===== src/rtl/rll_ctrl_pkg.sv =====
// Shared types and defaults for RLL key-loading controllers.
package rll_ctrl_pkg;

  typedef enum logic [2:0] {
    IDLE   = 3'd0,
    FETCH  = 3'd1,
    GAP    = 3'd2,
    COMMIT = 3'd3,
    ERROR  = 3'd4
  } state_e;

  localparam int DEF_KEY_W   = 16;
  localparam int DEF_WORD_W  = 4;
  localparam int DEF_OUT_W   = 32;
  localparam int DEF_TIMEOUT = 15;

  // Address width that stays legal for a single-word key store.
  function automatic int addr_width(input int num_words);
    if (num_words > 1) begin
      return $clog2(num_words);
    end else begin
      return 1;
    end
  endfunction

endpackage


===== src/rtl/rll_timeout_ctr.sv =====
// Loadable down counter; expire_o flags the decrement that would run it out.
module rll_timeout_ctr #(
  parameter int W = 4
) (
  input  logic         clk,
  input  logic         rst_n,
  input  logic         clr_i,
  input  logic         load_i,
  input  logic [W-1:0] load_val_i,
  input  logic         dec_i,
  output logic         expire_o
);

  logic [W-1:0] cnt_q;
  logic [W-1:0] cnt_d;

  // Next count: clear wins over load, load wins over decrement.
  always_comb begin
    cnt_d = cnt_q;
    if (clr_i) begin
      cnt_d = '0;
    end else if (load_i) begin
      cnt_d = load_val_i;
    end else if (dec_i && (cnt_q != '0)) begin
      cnt_d = cnt_q - W'(1);
    end else begin
      cnt_d = cnt_q;
    end
  end

  // Count register.
  always_ff @(posedge clk or negedge rst_n) begin
    if (!rst_n) begin
      cnt_q <= '0;
    end else begin
      cnt_q <= cnt_d;
    end
  end

  assign expire_o = dec_i && (cnt_q == W'(1));

endmodule


===== src/rtl/rll_key_loader.sv =====
// Fetches an RLL unlock key word by word, publishes it atomically and
// gates the locked circuit's outputs until a complete key is present.
module rll_key_loader
  import rll_ctrl_pkg::*;
#(
  parameter int KEY_W   = DEF_KEY_W,
  parameter int WORD_W  = DEF_WORD_W,
  parameter int OUT_W   = DEF_OUT_W,
  parameter int TIMEOUT = DEF_TIMEOUT
) (
  input  logic                                    clk,
  input  logic                                    rst_n,
  input  logic                                    start,
  input  logic                                    key_clear,
  output logic                                    mem_req,
  output logic [addr_width(KEY_W/WORD_W)-1:0]     mem_addr,
  input  logic                                    mem_ack,
  input  logic [WORD_W-1:0]                       mem_data,
  output logic [KEY_W-1:0]                        key_out,
  output logic                                    key_valid,
  output logic                                    busy,
  output logic                                    err,
  input  logic [OUT_W-1:0]                        ckt_out_in,
  output logic [OUT_W-1:0]                        ckt_out
);

  localparam int NUM_WORDS = KEY_W / WORD_W;
  localparam int AW        = addr_width(NUM_WORDS);
  localparam int TW        = $clog2(TIMEOUT + 1);
  localparam logic [AW-1:0] LAST_ADDR = AW'(NUM_WORDS - 1);

  state_e            state_q, state_d;
  logic              mem_req_q, mem_req_d;
  logic [AW-1:0]     mem_addr_q, mem_addr_d;
  logic [KEY_W-1:0]  shadow_q, shadow_d;
  logic [KEY_W-1:0]  key_out_q, key_out_d;
  logic              key_valid_q, key_valid_d;
  logic              busy_q, busy_d;
  logic              err_q, err_d;
  logic              tmr_load_s;
  logic              tmr_dec_s;
  logic              tmr_expire_s;

  assign tmr_dec_s = (state_q == FETCH) && !mem_ack && !key_clear;

  rll_timeout_ctr #(
    .W (TW)
  ) u_timeout (
    .clk        (clk),
    .rst_n      (rst_n),
    .clr_i      (key_clear),
    .load_i     (tmr_load_s),
    .load_val_i (TW'(TIMEOUT)),
    .dec_i      (tmr_dec_s),
    .expire_o   (tmr_expire_s)
  );

  // Next-state and registered-output computation; key_clear overrides all.
  always_comb begin
    state_d     = state_q;
    mem_addr_d  = mem_addr_q;
    shadow_d    = shadow_q;
    key_out_d   = key_out_q;
    key_valid_d = key_valid_q;
    err_d       = err_q;
    tmr_load_s  = 1'b0;
    if (key_clear) begin
      state_d     = IDLE;
      mem_addr_d  = '0;
      shadow_d    = '0;
      key_out_d   = '0;
      key_valid_d = 1'b0;
      err_d       = 1'b0;
    end else begin
      case (state_q)
        IDLE: begin
          if (start) begin
            state_d     = FETCH;
            mem_addr_d  = '0;
            shadow_d    = '0;
            key_valid_d = 1'b0;
            tmr_load_s  = 1'b1;
          end else begin
            state_d = IDLE;
          end
        end
        FETCH: begin
          // An ack in the expiry cycle still counts as a successful fetch.
          if (mem_ack) begin
            shadow_d[int'(mem_addr_q)*WORD_W +: WORD_W] = mem_data;
            if (mem_addr_q == LAST_ADDR) begin
              state_d = COMMIT;
            end else begin
              state_d    = GAP;
              mem_addr_d = mem_addr_q + AW'(1);
            end
          end else if (tmr_expire_s) begin
            state_d     = ERROR;
            err_d       = 1'b1;
            key_out_d   = '0;
            key_valid_d = 1'b0;
          end else begin
            state_d = FETCH;
          end
        end
        GAP: begin
          state_d    = FETCH;
          tmr_load_s = 1'b1;
        end
        COMMIT: begin
          state_d     = IDLE;
          key_out_d   = shadow_q;
          key_valid_d = 1'b1;
          mem_addr_d  = '0;
        end
        ERROR: begin
          if (start) begin
            state_d    = FETCH;
            mem_addr_d = '0;
            shadow_d   = '0;
            err_d      = 1'b0;
            tmr_load_s = 1'b1;
          end else begin
            state_d = ERROR;
          end
        end
        default: begin
          state_d = IDLE;
        end
      endcase
    end
    busy_d    = (state_d == FETCH) || (state_d == GAP) || (state_d == COMMIT);
    mem_req_d = (state_d == FETCH);
  end

  // State and output registers.
  always_ff @(posedge clk or negedge rst_n) begin
    if (!rst_n) begin
      state_q     <= IDLE;
      mem_req_q   <= 1'b0;
      mem_addr_q  <= '0;
      shadow_q    <= '0;
      key_out_q   <= '0;
      key_valid_q <= 1'b0;
      busy_q      <= 1'b0;
      err_q       <= 1'b0;
    end else begin
      state_q     <= state_d;
      mem_req_q   <= mem_req_d;
      mem_addr_q  <= mem_addr_d;
      shadow_q    <= shadow_d;
      key_out_q   <= key_out_d;
      key_valid_q <= key_valid_d;
      busy_q      <= busy_d;
      err_q       <= err_d;
    end
  end

  assign mem_req   = mem_req_q;
  assign mem_addr  = mem_addr_q;
  assign key_out   = key_out_q;
  assign key_valid = key_valid_q;
  assign busy      = busy_q;
  assign err       = err_q;
  assign ckt_out   = key_valid_q ? ckt_out_in : '0;

endmodule


===== config.mk =====
export PLATFORM = sky130hd
export DESIGN_NAME = rll_key_loader
export DESIGN_NICKNAME = d
export VERILOG_FILES = /design/src/rtl/rll_ctrl_pkg.sv /design/src/rtl/rll_timeout_ctr.sv /design/src/rtl/rll_key_loader.sv
export SDC_FILE = /design/constraint.sdc
export NUM_CORES = 1
export LEC_CHECK = 0
export BUFFER_PORTS_ARGS = -buffer_cell sky130_fd_sc_hd__clkbuf_2
export CAP_MARGIN = 10
export CORE_MARGIN = 4
export CORE_UTILIZATION = 48
export DETAILED_ROUTE_END_ITERATION = 16
export PLACE_DENSITY = 0.8
export SETUP_SLACK_MARGIN = 0.1
export SYNTH_ARGS = -nofsm -noshare
export SYNTH_HDL_FRONTEND = slang
export SYNTH_SLANG_ARGS = --single-unit

===== constraint.sdc =====
create_clock -name clk -period 2.06 [get_ports clk]
set_input_delay 0.309 -clock clk [delete_from_list [all_inputs] [get_ports clk]]
set_output_delay 0.309 -clock clk [all_outputs]
set_load 0.05 [all_outputs]

==> metrics.cfg, run 1 <==
[sta]
report.final.slew_viol_count = 0
setup_slack_ns = 0.213
finClkSkew_ns = 0.00649
tightest_slew_ns = 0.696
max_slew_margin_pct = 53.6
rsz0062_at_grt = false
min_period_ns = 1.85
hold_viol = 0
worst_hold_slack_ns = 0.289
fin_crit_sh_pct = 89.7
timing.fmax_mhz = 541
tns_ns = 0
setup_viol = 0

[setup_path]
worstSetupPathType = reg -> reg
cp-start-kind = flip-flop
r2r-end = u_timeout.cnt_q[1]
cp-end-kind = flip-flop
worstRegToRegCells = 4
r2r-start = state_q[2]
r2r_setup_slack_ns = 0.21
max_stage_delay_ns = 0.58
crit_fanout = 11
slowest_stage = or4b_4
worstPathArrival_ns = 2.04
worstPathCellList = or4b_4 -> a211oi_4 -> nor3_1 -> a211oi_1
crit_required_ns = 2.26

[detailed_routing]
wl_met1_mm = 2.39
dr_wl_met2_mm = 2.60
vias_per_cell = 5.20
drc = 0
wl_mm = 5.40
dr.pass1.iters = 4
wl_per_cell_microns = 14.6
wl_met3_microns = 346
via_count = 1925
routed.top_layer = met4
ant_nets = 0
first_iter_violations = 47

[global_routing]
grt_pass1_vias = 1917
grt_overflow = 0
grt_first_pass_wirelength_mm = 9.09
grt_max_degree = 27
antenna_found_initial = 0
grt_use_total_pct = 19.1

[synthesis]
synthDistinctLibCells = 33
syn_inst = 211
yosysWarningCount = 0
synth_area_sq_um = 2250
syn_nets = 259
avgSynthCellArea_sq_um = 10.7
ys_seq_area_share_pct = 50.0
ys_ff_latch = 45
synth_top_area_share_pct = 50.0
synth_area_leaders = dfrtp_1 50%, a22o_1 11%, and2_1 9.2%
yosys.area.top_type = dfrtp_1

[clock_network]
path_clk_slew_ns = 0.08
clockBufferDepth = 2
h-tree-depth = 2
cts_tree = yes
insertion_delay_ns = 0.30
numCtsBuffers = 5
clock-root-buffer = clkbuf_8
clock-sinks = 45

[floorplan]
dieArea_sq_um = 5850
core_area_sq_um = 4440
die_y_microns = 76.5
rows = 24
die_w_microns = 76.5
io_pins = 95
start_util_pct = 50.7

[layout]
final_cells = 370
antenna_cells = 0
fin_util_pct = 67.2
nNetsFinal = 365
design_area_sq_um = 2990
syn_to_final_growth_pct = 32.6
drive_above_1_share_pct = 40.3

[place]
port_buffers = 94
post-place-ws_ns = -0.0451
gp_congestion = 0.863
dpl.hpwl_mm = 4.25
postPlaceCellArea_sq_um = 2840
place_inst = 358

[power]
ir_worst_vdd_mv = 0.307
leakage_nw = 1.60
powerDensity_nw_per_um2 = 590
p_total_mw = 1.76

[min_path]
hold_path_class = in -> reg
hold_path_startpoint = mem_data[3]
hold_end = shadow_q[15]
min_path_cells = 2

[outcome]
status = finished, final reports clean

[job]
cap_violations = 0

how the worst max path moves through the flow:
stage / startpoint / slack, ns / end / cells past startpoint
finish: state_q[2] / 0.21 / u_timeout.cnt_q[1] / 4
global placement: u_timeout.cnt_q[1] / -0.02 / key_valid / 6
global route: u_timeout.cnt_q[1] / 0.10 / key_valid / 6
CTS: mem_addr[0] / 0.18 / shadow_q[14] / 5
detailed placement: u_timeout.cnt_q[1] / -0.05 / key_valid / 6
floorplan: mem_addr[0] / 0.16 / shadow_q[12] / 5
area by class of cell:
class	count	area (sq um)
sequential	45	1130
clock inverter	3	21.3
fill	380	1460
clock buffer	5	68.8
tap	52	65.1
timing repair buffer	109	603
inverter	13	48.8
multi-input combinational	143	1050
cell usage after synthesis, drive strengths merged:
master   instances
mux2             2
ha               7
o21ai            2
nand2            6
and2            33
and4bb           1
o21a             1
nor2             6
nand3            1
mux2i            4
a211oi           4
a22o            28
and3             3
nand3b           3
nor3b            2
nor4             2
or3b             1
a211o            1
a21oi           11
or4b             1
inv             13
o22ai            1
a31o             1
clkbuf           6
nor4b            2
buf              4
dfrtp           45
a2111oi          2
nor2b            3
nand2b           6
o221ai           1
nor3             8
kinds of logic after synthesis:
logic type      synth area share (%)
flops                           50.0
mux                             2.78
fa+ha+maj                       3.89
buf+inv                         4.06
simple gates                    21.1
compound gates                  18.2
critical path: cells and delay by family (launching register included):
family	cells	cell delay, ns
compound gates	2	0.58
flops	1	0.49
simple gates	2	0.67
routing by layer:
metal / global-route usage (%) / vias up
li1: - / 964
met1: 23.8 / 885
met2: 31.7 / 70
met3: 5.08 / 6
met4: 7.25 / 0
met5: 0 / -
power breakdown:
part	internal, mW	switching (mW)	leakage, nW
Clock	0.240	0.291	0.0445
Sequential	0.906	0.0222	0.616
Combinational	0.119	0.184	0.938
state kept, by name, summed over array words and instances, names as in the netlist:
register	flops
state_q	3
key_valid	1
shadow_q	16
busy	1
key_out	16
err	1
mem_addr	2
mem_req	1
u_timeout.cnt_q	4
cells in the final DEF, fill, tap and decap left out, types with 3 or more instances in the layout:
master,count
mux2i_1,4
nand2b_1,6
a22o_1,28
a21oi_1,11
ha_1,7
nor3_1,7
and2_1,32
clkbuf_2,94
nor2_1,5
buf_4,12
and3_1,3
inv_1,13
clkbuf_8,5
dfrtp_1,43
nand3b_1,3
nand2_1,6
nor2b_1,3
a211oi_1,3
timing repair:
action	CTS	global route
cloned	0	0
buffers inserted	0	3
hold buffers	1	0
endpoints found under the hold margin	12	0
gates resized for setup	1	3
endpoints found under the setup margin	17	9
Power figures use the tool's default switching activity.
==> inputs of run 2 (changes only) <==
--- a/config.mk
+++ b/config.mk
@@ -10,8 +10,9 @@
 export CORE_MARGIN = 4
 export CORE_UTILIZATION = 48
 export DETAILED_ROUTE_END_ITERATION = 16
-export PLACE_DENSITY = 0.8
+export PLACE_DENSITY = 0.79
 export SETUP_SLACK_MARGIN = 0.1
 export SYNTH_ARGS = -nofsm -noshare
 export SYNTH_HDL_FRONTEND = slang
+export SYNTH_HIERARCHICAL = 1
 export SYNTH_SLANG_ARGS = --single-unit
==> run 2 against run 1 <==
Clock skew is 0.00055 ns higher; core utilization fell by 2.5 points; cell area increased by 3.1%; highest routed layer unchanged.
==> metrics.cfg, run 2 <==
[outcome]
status = finished, final reports clean

[synthesis]
yosysWarningCount = 6
synthArstFlopShare_pct = 100
synthDistinctLibCells = 43
ys_seq_area_share_pct = 47.7
synth.most_common_cell = dfrtp_1
synthFlopType = dfrtp_1
syn_inst = 226
synth-edff-count = 0
synth_top_area_share_pct = 47.7
synth_commonest_cells = 45 x dfrtp_1, 32 x and2_1, 24 x a22o_1
ys_ff_latch = 45
synth_area_sq_um = 2360
synth_area_leaders = dfrtp_1 48%, a22o_1 8.9%, and2_1 8.5%
yosys.area.top_type = dfrtp_1
avgSynthCellArea_sq_um = 10.4

[setup_path]
path_delay_family = flip-flops
cp-start-kind = flip-flop
worstPathCellList = nand2b_1 -> a21oi_1 -> nor2b_2 -> inv_1 -> a31oi_1 -> mux2_2
path_buf_inv = 1
crit_required_ns = 2.24
cp-end-kind = flip-flop
crit_fanout = 6
worstPathArrival_ns = 1.99
startpoint = state_q[1]
r2r-start = state_q[1]
max_stage_delay_ns = 0.44
worstSetupPathType = reg -> reg
slowest_stage = dfrtp_1

[sta]
setup_viol = 0
tns_ns = 0
tightest_slew_ns = 0.546
worst_hold_slack_ns = 0.0848
hold_viol = 0
timing.fmax_mhz = 553
rsz0062_at_grt = false
min_period_ns = 1.81
max_slew_margin_pct = 63.6
fin_crit_sh_pct = 87.7
finClkSkew_ns = 0.00705
report.final.slew_viol_count = 0

[power]
p_total_mw = 1.75
powerDensity_nw_per_um2 = 568
ir_worst_vdd_mv = 0.468
leakage_nw = 1.61

[floorplan]
core_area_sq_um = 4750
die_y_microns = 78.1
rows = 25
start_util_pct = 49.7
io_pins = 95
die_w_microns = 78.1
dieArea_sq_um = 6110

[detailed_routing]
drc = 0
wl_mm = 5.56
via_count = 2023
wl_per_cell_microns = 13.9
ant_nets = 0
first_iter_violations = 66
dr.pass1.iters = 4
vias_per_cell = 5.06

[clock_network]
insertion_delay_ns = 0.30
h-tree-depth = 2
holdBufCountCts = 0
clock-sinks = 45
clockBufferDepth = 2
clock-root-buffer = clkbuf_8
ctsResizeCount = 1
post_cts_buffers = 0
path_clk_slew_ns = 0.08
numCtsBuffers = 5
cts_tree = yes

[place]
port_buffers = 94
dpl.hpwl_mm = 4.37
gp_congestion = 0.879
postPlaceCellArea_sq_um = 2970
place_inst = 392

[layout]
drive_above_1_share_pct = 40.5
final_cell_mix = 94 x clkbuf_2, 43 x dfrtp_1, 32 x and2_1, 24 x a22o_1, 18 x inv_1
multi_input_area_sq_um = 1150
layout_commonest_cell = clkbuf_2
syn_to_final_growth_pct = 30.4
fill_cells = 418
antenna_cells = 0
nNetsFinal = 381
regArea_sq_um = 1130
design_area_sq_um = 3080
final_cells = 400

[global_routing]
grt_max_degree = 46
grt_overflow = 0
antenna_found_initial = 0
grt_pass1_vias = 2021
grt_use_total_pct = 19.1
grt_first_pass_wirelength_mm = 9.38

[min_path]
hold_path_class = in -> async

[job]
cap_violations = 0

run 2: cell type report:
cell class              instances  area share (%)
clock buffers                   5            2.24
clock inverters                 3           0.691
inverters                      18            2.20
multi-input cells             157            37.5
flip-flops and latches         45            36.7
well taps                      67            2.72
repair buffers                105            18.0
run 2: through the flow:
| step | worst slack, ns | utilization (%) |
|---|---|---|
| after floorplan | 0.108 | - |
| after global placement | 0.0920 | 62.5 |
| after detailed placement | 0.0298 | 62.5 |
| after CTS | 0.101 | 64.5 |
| after global routing | 0.125 | 64.7 |
| final | 0.253 | 64.7 |
run 2: worst reg2reg max path, delay by kind of cell, from the launching register on:
kind | cells | cell delay [ns]
compound gates | 2 | 0.41
buf+inv | 1 | 0.08
flops | 1 | 0.44
mux | 1 | 0.37
simple gates | 2 | 0.40
run 2: path summary, 6_finish.rpt:
path	to	cells past startpoint	slack, ns
min in group clk	shadow_q[10]	3	0.27
setup / recovery	u_timeout/cnt_q[1]	6	0.25
max in group asynchronous	state_q[2]	2	1.57
setup reg to reg	u_timeout/cnt_q[1]	6	0.25
hold reg to reg	key_out[13]	1	0.50
hold / removal	key_out[7]	2	0.08
run 2: cells by family after synthesis:
kind of cell / count (synthesis) / synth area share, %
compound gates: 49 / 16.7
simple gates: 84 / 21.1
fa+ha+maj: 8 / 4.24
mux: 12 / 5.25
other cells: 1 / 0.159
flops: 45 / 47.7
buf+inv: 27 / 4.82
run 2: metal layers:
| metal | global-route usage, % | part of all wire [%] | up-vias |
|---|---|---|---|
| met1 | 21.9 | 40 | 942 |
| met3 | 5.50 | 8.4 | 10 |
| met4 | 6.29 | 1.6 | 0 |
| met2 | 34.0 | 50 | 79 |
| met5 | 0 | 0 | - |
| li1 | - | - | 992 |
run 2: report_power, final:
group	internal [mW]	switching [mW]	total, mW
combinational	0.112	0.181	0.293
clock	0.240	0.294	0.534
sequential	0.903	0.0176	0.921
total	1.26	0.493	1.75
==> inputs of run 3 (changes only) <==
--- a/config.mk
+++ b/config.mk
@@ -10,6 +10,7 @@
 export CORE_MARGIN = 4
 export CORE_UTILIZATION = 48
 export DETAILED_ROUTE_END_ITERATION = 16
+export HOLD_SLACK_MARGIN = 0.15
 export PLACE_DENSITY = 0.79
 export SETUP_SLACK_MARGIN = 0.1
 export SYNTH_ARGS = -nofsm -noshare
==> run 3 against run 2 <==
Register-to-register slack about the same; critical path type unchanged; first-iteration DRC count up 18%; total power up 0.14%; via count up 0.79%; hold slack better by 0.19 ns; setup slack about the same; fmax about the same; routed wire length up 0.59%; die area unchanged; cell count up 0.25%; critical path depth unchanged; largest cell class unchanged; clock skew about the same.
==> metrics.cfg, run 3 (synthesis results as in run 2) <==
[setup_path]
cp-end-kind = flip-flop
cp-start-kind = flip-flop
worstPathArrival_ns = 1.99
crit_required_ns = 2.24
worstSetupPathType = reg -> reg
crit_fanout = 6

[sta]
setup_viol = 0
finClkSkew_ns = 0.00737
report.final.slew_viol_count = 0
tightest_slew_ns = 0.547
hold_viol = 0
timing.fmax_mhz = 553
tns_ns = 0
fin_crit_sh_pct = 87.7
rsz0062_at_grt = false
min_period_ns = 1.81
max_slew_margin_pct = 63.5

[detailed_routing]
ant_nets = 0
dr.pass1.iters = 4
vias_per_cell = 5.08
via_count = 2039
wl_per_cell_microns = 13.9
wl_mm = 5.59
first_iter_violations = 78
drc = 0

[clock_network]
clock-root-buffer = clkbuf_8
clock-sinks = 45
numCtsBuffers = 5
h-tree-depth = 2
insertion_delay_ns = 0.30
path_clk_slew_ns = 0.09
clockBufferDepth = 2
cts_tree = yes

[layout]
fin_util_pct = 64.9
layout_commonest_cell = clkbuf_2
final_cell_mix = 94 x clkbuf_2, 43 x dfrtp_1, 32 x and2_1, 24 x a22o_1, 18 x inv_1
drive_above_1_share_pct = 40.4
nNetsFinal = 382
syn_to_final_growth_pct = 30.8
antenna_cells = 0

[global_routing]
grt_use_total_pct = 19.2
grt_pass1_vias = 2025
grt_first_pass_wirelength_mm = 9.40
grt_overflow = 0
grt_max_degree = 46
antenna_found_initial = 0

[power]
powerDensity_nw_per_um2 = 567
p_total_mw = 1.75
leakage_nw = 1.61
ir_worst_vdd_mv = 0.471

[floorplan]
die_y_microns = 78.1
die_w_microns = 78.1
dieArea_sq_um = 6110
start_util_pct = 49.7
core_area_sq_um = 4750
rows = 25
io_pins = 95

[min_path]
hold_path_class = in -> reg

[place]
port_buffers = 94
gp_congestion = 0.879
dpl.hpwl_mm = 4.37

[outcome]
status = finished, final reports clean

[job]
cap_violations = 0

## run 3: area by class of cell
class                      count  area (sq um)
inverter                      18          67.6
multi-input combinational    157          1150
sequential                    45          1130
timing repair buffer         106           563
clock inverter                 3          21.3
tap                           67          83.8
clock buffer                   5          68.8
fill                         416          1670
## run 3: report_power, final
part / switching [mW] / leakage, nW / internal, mW
clock network: 0.295 / 0.0445 / 0.240
logic: 0.182 / 0.951 / 0.113
registers: 0.0176 / 0.619 / 0.903
total: 0.494 / 1.61 / 1.26
## run 3: critical path, stage by stage (launching register included)
cell and delay (ns):
dfrtp_1 0.44, nand2b_1 0.17, a21oi_1 0.19, nor2b_2 0.23, inv_1 0.08, a31oi_1 0.22
mux2_2 0.37
## run 3: per-stage QoR
step | setup slack (ns) | hold slack, ns | std cells | instance area [sq um]
5_1_grt | 0.125 | 0.283 | 401 | 3090
3_5_place_dp | 0.0298 | 0.427 | 392 | 2970
6_report | 0.253 | 0.274 | 401 | 3090
4_1_cts | 0.101 | 0.266 | 401 | 3080
3_3_place_gp | 0.0920 | 0.415 | 392 | 2970
2_1_floorplan | 0.108 | 0.0134 | 229 | 2380
## run 3: final timing paths
path | from | end | slack, ns | cells after the start
worst min-delay path | mem_data[2] | shadow_q[10] | 0.27 | 3
worst max-delay path | state_q[1] | u_timeout/cnt_q[1] | 0.25 | 6
worst max register to register | state_q[1] | u_timeout/cnt_q[1] | 0.25 | 6
max in group asynchronous | rst_n | state_q[2] | 1.00 | 3
min in group asynchronous | rst_n | key_out[2] | 0.65 | 3
worst min register to register | shadow_q[8] | key_out[8] | 0.50 | 1
## run 3: metal layers
| layer | up-vias | track usage [%] | share of wire (%) |
|---|---|---|---|
| met3 | 10 | 5.50 | 8.6 |
| met5 | - | 0 | 0 |
| met1 | 950 | 22.0 | 40 |
| li1 | 995 | - | - |
| met4 | 0 | 6.29 | 1.6 |
| met2 | 84 | 34.2 | 50 |
## run 3: timing repair
action / CTS / global route
endpoints found under the hold margin: 45 / 0
hold buffers: 1 / 0
setup endpoints to repair: 17 / 53
buffers inserted: 0 / 0
gates resized for setup: 1 / 5
